$ cat src/rtl/vend_ctrl_param.sv
// Parametrised vending controller: collects nickel/dime/quarter credit against a
// programmable price, runs a vend handshake with timeout and pays change greedily.
module vend_ctrl_param #(
  parameter int PRICE_UNITS  = 4,
  parameter int CREDIT_W     = 5,
  parameter int VEND_TIMEOUT = 255
) (
  input  logic                clk,
  input  logic                reset_n,
  input  logic                nickle,
  input  logic                dime,
  input  logic                quarter,
  input  logic                cancel,
  input  logic                vend_done,
  input  logic                coin_out_ack,
  output logic                vend_req,
  output logic                vend_fail,
  output logic                coin_reject,
  output logic                coin_out_valid,
  output logic [1:0]          coin_out_type,
  output logic [CREDIT_W-1:0] credit
);

  // Timer only ever counts up to VEND_TIMEOUT-1.
  localparam int TIMER_W = (VEND_TIMEOUT > 1) ? $clog2(VEND_TIMEOUT) : 1;
  localparam logic [TIMER_W-1:0]  TIMER_LAST = TIMER_W'(VEND_TIMEOUT - 1);
  localparam logic [CREDIT_W-1:0] PRICE      = CREDIT_W'(PRICE_UNITS);

  typedef enum logic [1:0] {
    COLLECT,
    VEND,
    CHANGE
  } state_t;

  state_t             state;
  logic [TIMER_W-1:0] timer;

  logic [1:0]          coin_count;
  logic                any_coin;
  logic                multi_coin;
  logic [CREDIT_W-1:0] coin_value;
  logic [CREDIT_W-1:0] collect_credit;
  logic [CREDIT_W-1:0] vend_rem;
  logic [CREDIT_W-1:0] change_rem;

  function automatic logic [1:0] pick_coin(input logic [CREDIT_W-1:0] c);
    if (c >= CREDIT_W'(5))
      return 2'b11;
    else if (c >= CREDIT_W'(2))
      return 2'b10;
    else
      return 2'b01;
  endfunction

  function automatic logic [CREDIT_W-1:0] coin_units(input logic [1:0] t);
    case (t)
      2'b11:   return CREDIT_W'(5);
      2'b10:   return CREDIT_W'(2);
      2'b01:   return CREDIT_W'(1);
      default: return '0;
    endcase
  endfunction

  always_comb begin
    coin_count = {1'b0, nickle} + {1'b0, dime} + {1'b0, quarter};
    any_coin   = (coin_count != 2'd0);
    multi_coin = (coin_count > 2'd1);
    coin_value = '0;
    if (coin_count == 2'd1) begin
      if (nickle)
        coin_value = CREDIT_W'(1);
      else if (dime)
        coin_value = CREDIT_W'(2);
      else
        coin_value = CREDIT_W'(5);
    end
    collect_credit = credit + coin_value;
    vend_rem       = credit - PRICE;
    change_rem     = credit - coin_units(coin_out_type);
  end

  // Cancel takes priority over reaching the price so a coin arriving with it is refunded.
  always_ff @(posedge clk or negedge reset_n) begin
    if (!reset_n) begin
      state          <= COLLECT;
      timer          <= '0;
      credit         <= '0;
      vend_req       <= 1'b0;
      vend_fail      <= 1'b0;
      coin_reject    <= 1'b0;
      coin_out_valid <= 1'b0;
      coin_out_type  <= 2'b00;
    end else begin
      vend_fail   <= 1'b0;
      coin_reject <= 1'b0;
      case (state)
        COLLECT: begin
          if (multi_coin)
            coin_reject <= 1'b1;
          credit <= collect_credit;
          if (cancel && collect_credit != '0) begin
            state          <= CHANGE;
            coin_out_valid <= 1'b1;
            coin_out_type  <= pick_coin(collect_credit);
          end else if (collect_credit >= PRICE) begin
            state    <= VEND;
            vend_req <= 1'b1;
          end
        end

        VEND: begin
          if (any_coin)
            coin_reject <= 1'b1;
          if (vend_done) begin
            vend_req <= 1'b0;
            timer    <= '0;
            credit   <= vend_rem;
            if (vend_rem != '0) begin
              state          <= CHANGE;
              coin_out_valid <= 1'b1;
              coin_out_type  <= pick_coin(vend_rem);
            end else begin
              state <= COLLECT;
            end
          end else if (timer == TIMER_LAST) begin
            vend_fail      <= 1'b1;
            vend_req       <= 1'b0;
            timer          <= '0;
            state          <= CHANGE;
            coin_out_valid <= 1'b1;
            coin_out_type  <= pick_coin(credit);
          end else begin
            timer <= timer + 1'b1;
          end
        end

        CHANGE: begin
          if (any_coin)
            coin_reject <= 1'b1;
          if (coin_out_ack) begin
            credit <= change_rem;
            if (change_rem == '0) begin
              state          <= COLLECT;
              coin_out_valid <= 1'b0;
              coin_out_type  <= 2'b00;
            end else begin
              coin_out_type <= pick_coin(change_rem);
            end
          end
        end

        default: begin
          state          <= COLLECT;
          timer          <= '0;
          credit         <= '0;
          vend_req       <= 1'b0;
          coin_out_valid <= 1'b0;
          coin_out_type  <= 2'b00;
        end
      endcase
    end
  end

endmodule
$ cat config.mk
export PLATFORM = sky130hd
export DESIGN_NAME = vend_ctrl_param
export DESIGN_NICKNAME = d
export VERILOG_FILES = /design/src/rtl/vend_ctrl_param.sv
export SDC_FILE = /design/constraint.sdc
export NUM_CORES = 1
export LEC_CHECK = 0
export CORE_MARGIN = 4
export CORE_UTILIZATION = 35
export CTS_BUF_LIST = sky130_fd_sc_hd__clkbuf_8 sky130_fd_sc_hd__clkbuf_16
export CTS_CLUSTER_SIZE = 8
export DETAILED_ROUTE_END_ITERATION = 12
export GPL_TIMING_DRIVEN = 0
export MAX_ROUTING_LAYER = met4
export PLACE_DENSITY = 0.64
export SLEW_MARGIN = 20
export SYNTH_ARGS = -nofsm -noshare
export SYNTH_HDL_FRONTEND = slang
export SYNTH_SLANG_ARGS = --single-unit
$ cat constraint.sdc
create_clock -name clk -period 4.2 [get_ports clk]
set_input_delay 0.42 -clock clk [delete_from_list [all_inputs] [get_ports clk]]
set_output_delay 0.42 -clock clk [all_outputs]
set_load 0.01 [all_outputs]
==> results of run 1 <==
synthesized netlist by cell type (3+ instances only):
cell type / instances / area share
o21ai_0: 16 / 0.045
clkbuf_1: 6 / 0.013
ha_1: 16 / 0.11
nand4_1: 3 / 0.011
a21o_1: 3 / 0.013
a22oi_1: 4 / 0.017
o31ai_1: 5 / 0.021
dfrtp_1: 21 / 0.29
inv_1: 11 / 0.023
nand2_1: 16 / 0.034
nor2_1: 13 / 0.027
fa_1: 3 / 0.034
nand2b_1: 4 / 0.014
a22o_1: 6 / 0.029
nor3_1: 5 / 0.014
or3_1: 4 / 0.014
nand3_1: 9 / 0.025
xor2_1: 3 / 0.015
a21oi_1: 11 / 0.031
xnor2_1: 3 / 0.015
mux2i_1: 3 / 0.017
power by group through the flow:
stage               logic [mW]  registers, mW  clock network [mW]
floorplan                0.818          0.343                   0
global placement          1.11          0.338                   0
detailed placement        1.11          0.340                   0
CTS                       1.12          0.336               0.144
global route              1.24          0.351               0.152
finish                    1.12          0.335               0.140
worst min-delay path by stage:
stage / to / depth (start not counted) / slack [ps] / from
final: coin_out_type[0] / 1 / 100 / reset_n
after global routing: timer[5] / 1 / 150 / reset_n
after CTS: timer[6] / 1 / 500 / timer[6]
after detailed placement: timer[6] / 1 / 480 / timer[6]
after global placement: timer[6] / 1 / 480 / timer[6]
after floorplan: coin_out_type[0] / 0 / 120 / reset_n
state kept, by name (all words and copies together) (netlist names):
signal	flops
timer	8
credit	5
coin_out_type	2
state	2
coin_out_valid	1
coin_reject	1
vend_fail	1
vend_req	1
layer usage:
metal	vias up	global-route usage
met5	-	-
met3	7	0.0102
met4	0	0.0567
met2	36	0.209
met1	709	0.210
li1	797	-
cell type report:
class                      instances  share of cell area
timing repair buffer              18              0.0837
inverter                          12              0.0215
multi-input combinational        162               0.563
clock buffer                       3              0.0197
buffer                             8              0.0179
tap                               67              0.0401
clock inverter                     1             0.00239
sequential                        21               0.251
kinds of logic (layout without fill, tap and decap cells):
| kind of cell | Yosys count | in the layout | share of synthesized area |
|---|---|---|---|
| AO/OA/AOI/OAI | 63 | 63 | 0.246 |
| XOR/XNOR | 7 | 7 | 0.0385 |
| adder cells (fa/ha/maj) | 19 | 19 | 0.146 |
| buffers and inverters | 20 | 42 | 0.0462 |
| flip-flops | 21 | 21 | 0.294 |
| multiplexers | 4 | 4 | 0.0231 |
| AND/OR/NAND/NOR | 69 | 69 | 0.207 |
metrics by stage:
step | power, mW | cell area, sq um | utilization | hold WS, ps | instances
3_5_place_dp | 1.45 | 2050 | 0.423 | 481 | 288
4_1_cts | 1.60 | 2100 | 0.433 | 495 | 292
3_3_place_gp | 1.44 | 2050 | 0.423 | 480 | 288
5_1_grt | 1.74 | 2090 | 0.431 | 147 | 292
2_1_floorplan | 1.16 | 1790 | - | 124 | 203
6_report | 1.60 | 2090 | 0.431 | 95.5 | 292
==> impl_metrics.py, run 1 <==
metrics = {
    "routing": {
        "routed_wl_um": 4110,
        "drc": 0,
        "met3_length_um": 137,
        "first_pass_iters": 4,
        "vias": 1549,
        "wl_per_cell_um": 14.1,
        "ant_nets": 0,
        "wl_met2_um": 1730,
        "viasPerCell": 5.30,
        "wl_met1_um": 2140,
        "highest_layer": "met4",
        "drt_first_iter_violations": 116,
    },
    "die": {
        "die_y_um": 79.5,
        "ioPinCount": 19,
        "dieArea_sq_mm": 0.00631,
        "initial_utilization": 0.369,
        "die_x_um": 79.5,
        "rows": 25,
        "core_area_sq_mm": 0.00485,
    },
    "worst_setup_path": {
        "reg2reg_depth": 10,
        "path_common_cell": "fa_1",
        "crit_path_start": "nickle",
        "ff2ff_setup_slack_ps": 1640,
        "critPathCapture": "coin_out_type[0]",
        "r2r_start": "credit[0]",
        "crit_path_max_incr_delay_ps": 610,
        "cp.depth": 9,
        "r2r-end": "state[1]",
        "cp_max_fo": 5,
        "crit_type": "in2reg",
        "end_kind": "flip-flop",
        "cp.arrival_ps": 3710,
        "critPathBufInv": 1,
        "cp_slowest_cell": "fa_1",
        "start_kind": "input port",
        "path_cells": "clkdlybuf4s50_1, fa_1, nor4bb_1, fa_1, nor2_1, mux2i_1, or3_1, a221o_1, a22o_1",
        "worst_ep_required_time_ps": 4360,
        "critical-path-top-delay-family": "adder cells",
    },
    "layout": {
        "n_fill_cell": 491,
        "nNetsFinal": 253,
        "seq_area_sq_um": 526,
        "final_layout_size_suffix_gt1_frac": 0.0711,
        "layout_commonest_cell": "dfrtp_1",
        "final_cell_mix": "dfrtp_1, clkdlybuf4s50_1, nand2_1, o21ai_0, ha_1",
        "diodes": 0,
        "syn_to_final_growth_pct": 17.1,
        "multi_input_comb_area_sq_mm": 0.00118,
    },
    "logic_synthesis": {
        "ys_ff_latch": 21,
        "yosysWarnings": 0,
        "synth_cells": 203,
        "synth_area_sq_mm": 0.00179,
        "yosysSeqAreaShare": 0.294,
        "syn-num-nets": 230,
        "syn_area_per_cell_sq_um": 8.80,
        "ys.flop_type": "dfrtp_1",
        "yosys.cell_types.count": 49,
        "synth_edf_count": 0,
        "synthArstFlopShare": 1.00,
    },
    "place": {
        "pre_cts_ws_ps": 324,
        "hpwl_um": 3130,
        "place.gp.congestion": 0.894,
        "port-buffer-count": 18,
    },
    "power": {
        "p_per_area_mw_per_mm2": 763,
        "pwr-share-comb": 0.703,
        "clockPowerShare": 0.088,
        "p_sw_mw": 0.762,
        "ir_worst_vdd_mv": 0.257,
        "p_int_mw": 0.835,
        "p_seq_frac": 0.210,
        "leakage_nw": 0.881,
        "swShare": 0.477,
    },
    "clocking": {
        "clockBufferDepth": 2,
        "h-tree-depth": 1,
        "cts_tree": "done",
        "hold_buffers": 0,
        "clock_latency_ps": 270,
        "post_cts_buffers": 0,
        "cts.sinks": 21,
        "cts_buffers": 3,
        "cts_resized": 0,
        "root_buffer": "clkbuf_8",
        "cts.clk_slew.worst_paths_ps": 80,
    },
    "timing": {
        "setup_ws_ps": 658,
        "relSlewSlack": 0.619,
        "skew_ps": 3.71,
        "finalCritPeriodShare": 0.843,
        "hold_violations": 0,
        "timing.fmax_ghz": 0.282,
        "finalMaxSlewViolations": 0,
        "tns_ps": 0,
        "setup_viol": 0,
        "rsz0062_at_grt": "no",
        "period_needed_ps": 3540,
        "tightest_slew_ps": 564,
    },
    "min_path": {
        "hp-class": "in2async",
    },
    "global_route": {
        "grt_overflow": 0,
        "grt_max_degree": 22,
        "grt_pass1_vias": 1454,
        "antenna_found_initial": 0,
        "track_usage": 0.144,
        "grt_pass1_wl_um": 7020,
    },
    "run_status": {
        "outcome": "finished clean",
    },
    "run": {
        "drv_cap": 0,
    },
}
Power figures use the tool's default switching activity.
==> run 2: changes to the inputs <==
==> constraint.sdc (replaced) <==
create_clock -name clk -period 3.5 [get_ports clk]
set_input_delay 0.35 -clock clk [delete_from_list [all_inputs] [get_ports clk]]
set_output_delay 0.35 -clock clk [all_outputs]
set_load 0.01 [all_outputs]
==> run 2 against run 1 <==
Compared with the run above: via count up 0.65%; count of clock-buffer cells in the layout did not move; design area increased by 0.96%; routed wire length up 0.44%; clock skew is 2.1 ps lower; sequential power increased by 20%; combinational power increased by 21%; largest power group unchanged; global-route usage hardly changed.
==> impl_metrics.py, run 2 (same netlist as run 1, synthesis figures left out) <==
metrics = {
    "global_route": {
        "antenna_found_initial": 0,
        "grt_overflow": 0,
        "track_usage": 0.144,
        "grt_pass1_wl_um": 7000,
        "grt_pass1_vias": 1451,
        "grt_max_degree": 22,
    },
    "worst_setup_path": {
        "crit_type": "in2reg",
        "cp_slowest_cell": "fa_2",
        "path_cells": "clkdlybuf4s50_1, fa_2, nor3b_1, ha_1, fa_1, nor2_2, mux2i_1, or3_1, a221o_1, a22o_1",
        "cp_max_fo": 5,
        "cp.arrival_ps": 3510,
        "reg2reg_depth": 10,
        "crit_path_max_incr_delay_ps": 640,
        "end_kind": "flip-flop",
        "ff2ff_setup_slack_ps": 930,
        "r2r-end": "state[1]",
        "start_kind": "input port",
        "worst_ep_required_time_ps": 3660,
        "r2r_start": "credit[0]",
    },
    "clocking": {
        "cts_buffers": 3,
        "clock_latency_ps": 260,
        "hold_buffers": 0,
        "clockBufferDepth": 2,
        "post_cts_buffers": 0,
        "cts.sinks": 21,
        "cts.clk_slew.worst_paths_ps": 80,
        "root_buffer": "clkbuf_8",
        "h-tree-depth": 1,
        "cts_resized": 1,
        "cts_tree": "done",
    },
    "routing": {
        "vias": 1559,
        "ant_nets": 0,
        "viasPerCell": 5.34,
        "wl_per_cell_um": 14.1,
        "routed_wl_um": 4120,
        "first_pass_iters": 4,
        "drt_first_iter_violations": 124,
        "drc": 0,
    },
    "timing": {
        "finalCritPeriodShare": 0.958,
        "finalMaxSlewViolations": 0,
        "hold_violations": 0,
        "rsz0062_at_grt": "no",
        "tightest_slew_ps": 482,
        "timing.fmax_ghz": 0.298,
        "period_needed_ps": 3350,
        "relSlewSlack": 0.675,
        "setup_viol": 0,
        "skew_ps": 1.58,
        "setup_ws_ps": 147,
    },
    "place": {
        "place.gp.congestion": 0.894,
        "pre_cts_ws_ps": -306,
        "hpwl_um": 3130,
        "placed_area_sq_mm": 0.00205,
        "port-buffer-count": 18,
    },
    "layout": {
        "postLayoutCoreUtil": 0.436,
        "regMostFlops": "timer",
        "nNetsFinal": 253,
        "reg.largest.list": "timer x8, credit x5",
        "final_layout_size_suffix_gt1_frac": 0.0844,
        "largest_register_ffs": 8,
        "syn_to_final_growth_pct": 18.2,
        "layout_commonest_cell": "dfrtp_1",
        "n_fill_cell": 491,
        "final_cell_mix": "dfrtp_1, clkdlybuf4s50_1, nand2_1, o21ai_0, ha_1",
        "diodes": 0,
        "final_area_sq_mm": 0.00211,
    },
    "die": {
        "die_y_um": 79.5,
        "dieArea_sq_mm": 0.00631,
        "core_area_sq_mm": 0.00485,
        "initial_utilization": 0.369,
        "rows": 25,
        "die_x_um": 79.5,
        "ioPinCount": 19,
    },
    "run": {
        "drv_cap": 0,
    },
    "power": {
        "p_per_area_mw_per_mm2": 909,
        "ir_worst_vdd_mv": 0.308,
        "leakage_nw": 0.889,
        "p_total_mw": 1.92,
    },
    "min_path": {
        "hp-class": "in2async",
    },
    "run_status": {
        "outcome": "finished clean",
    },
}
## run 2: cell counts in the layout (fill, tap and decap cells not counted)
No cell type changed its count.
## run 2: worst max-delay path by stage
stage	slack [ps]	to	cells after the start	start
6_report	150	coin_out_type[0]	10	nickle
2_1_floorplan	550	coin_out_type[0]	8	nickle
4_1_cts	130	coin_out_type[0]	9	nickle
3_5_place_dp	-310	coin_out_type[0]	9	nickle
5_1_grt	10	coin_out_type[1]	10	nickle
3_3_place_gp	-200	coin_out_type[0]	9	nickle
## run 2: where the power goes
| group | internal [mW] | total, mW | switching [mW] |
|---|---|---|---|
| clock | 0.0795 | 0.166 | 0.0869 |
| combinational | 0.609 | 1.35 | 0.742 |
| sequential | 0.317 | 0.402 | 0.0851 |
| total | 1.01 | 1.92 | 0.914 |
## run 2: through the flow
| step | setup TNS (ps) | hold WS [ps] | cells |
|---|---|---|---|
| 4_1_cts | 0 | 495 | 292 |
| 2_1_floorplan | 0 | 54.4 | 203 |
| 3_5_place_dp | -440 | 481 | 288 |
| 5_1_grt | 0 | 77.2 | 292 |
| 3_3_place_gp | -200 | 480 | 288 |
| 6_report | 0 | 27.5 | 292 |
## run 2: layer usage
metal | part of all wire | wire length, um | track usage | vias to the layer above
li1 | - | - | - | 798
met1 | 0.51 | 2120 | 0.209 | 722
met2 | 0.42 | 1750 | 0.209 | 32
met3 | 0.039 | 159 | 0.0102 | 7
met4 | 0.023 | 95 | 0.0567 | 0
met5 | 0 | 0 | - | -
## run 2: layout make-up
type,count,area (sq um),area share
repair buffers,18,175,0.0829
multi-input cells,162,1200,0.568
clock buffers,3,41.3,0.0195
inverters,12,45.0,0.0213
well taps,67,83.8,0.0397
flip-flops and latches,21,526,0.249
clock inverters,1,5.00,0.00237
plain buffers,8,37.5,0.0178
## run 2: critical path, delay by kind of cell
family	cells	cell delay, ps
buffers and inverters	1	520
muxes	1	80
adders and majority gates	3	1350
and+or+nand+nor	3	710
AOI/OAI and AO/OA	2	490
==> run 3: changes to the inputs <==
--- a/config.mk
+++ b/config.mk
@@ -11,6 +11,7 @@
 export CTS_CLUSTER_SIZE = 8
 export DETAILED_ROUTE_END_ITERATION = 12
 export GPL_TIMING_DRIVEN = 0
+export HOLD_SLACK_MARGIN = 0.03
 export MAX_ROUTING_LAYER = met4
 export PLACE_DENSITY = 0.64
 export SLEW_MARGIN = 20
==> results of run 3 <==
Final layout, timing and power as in run 2 (identical DEF).
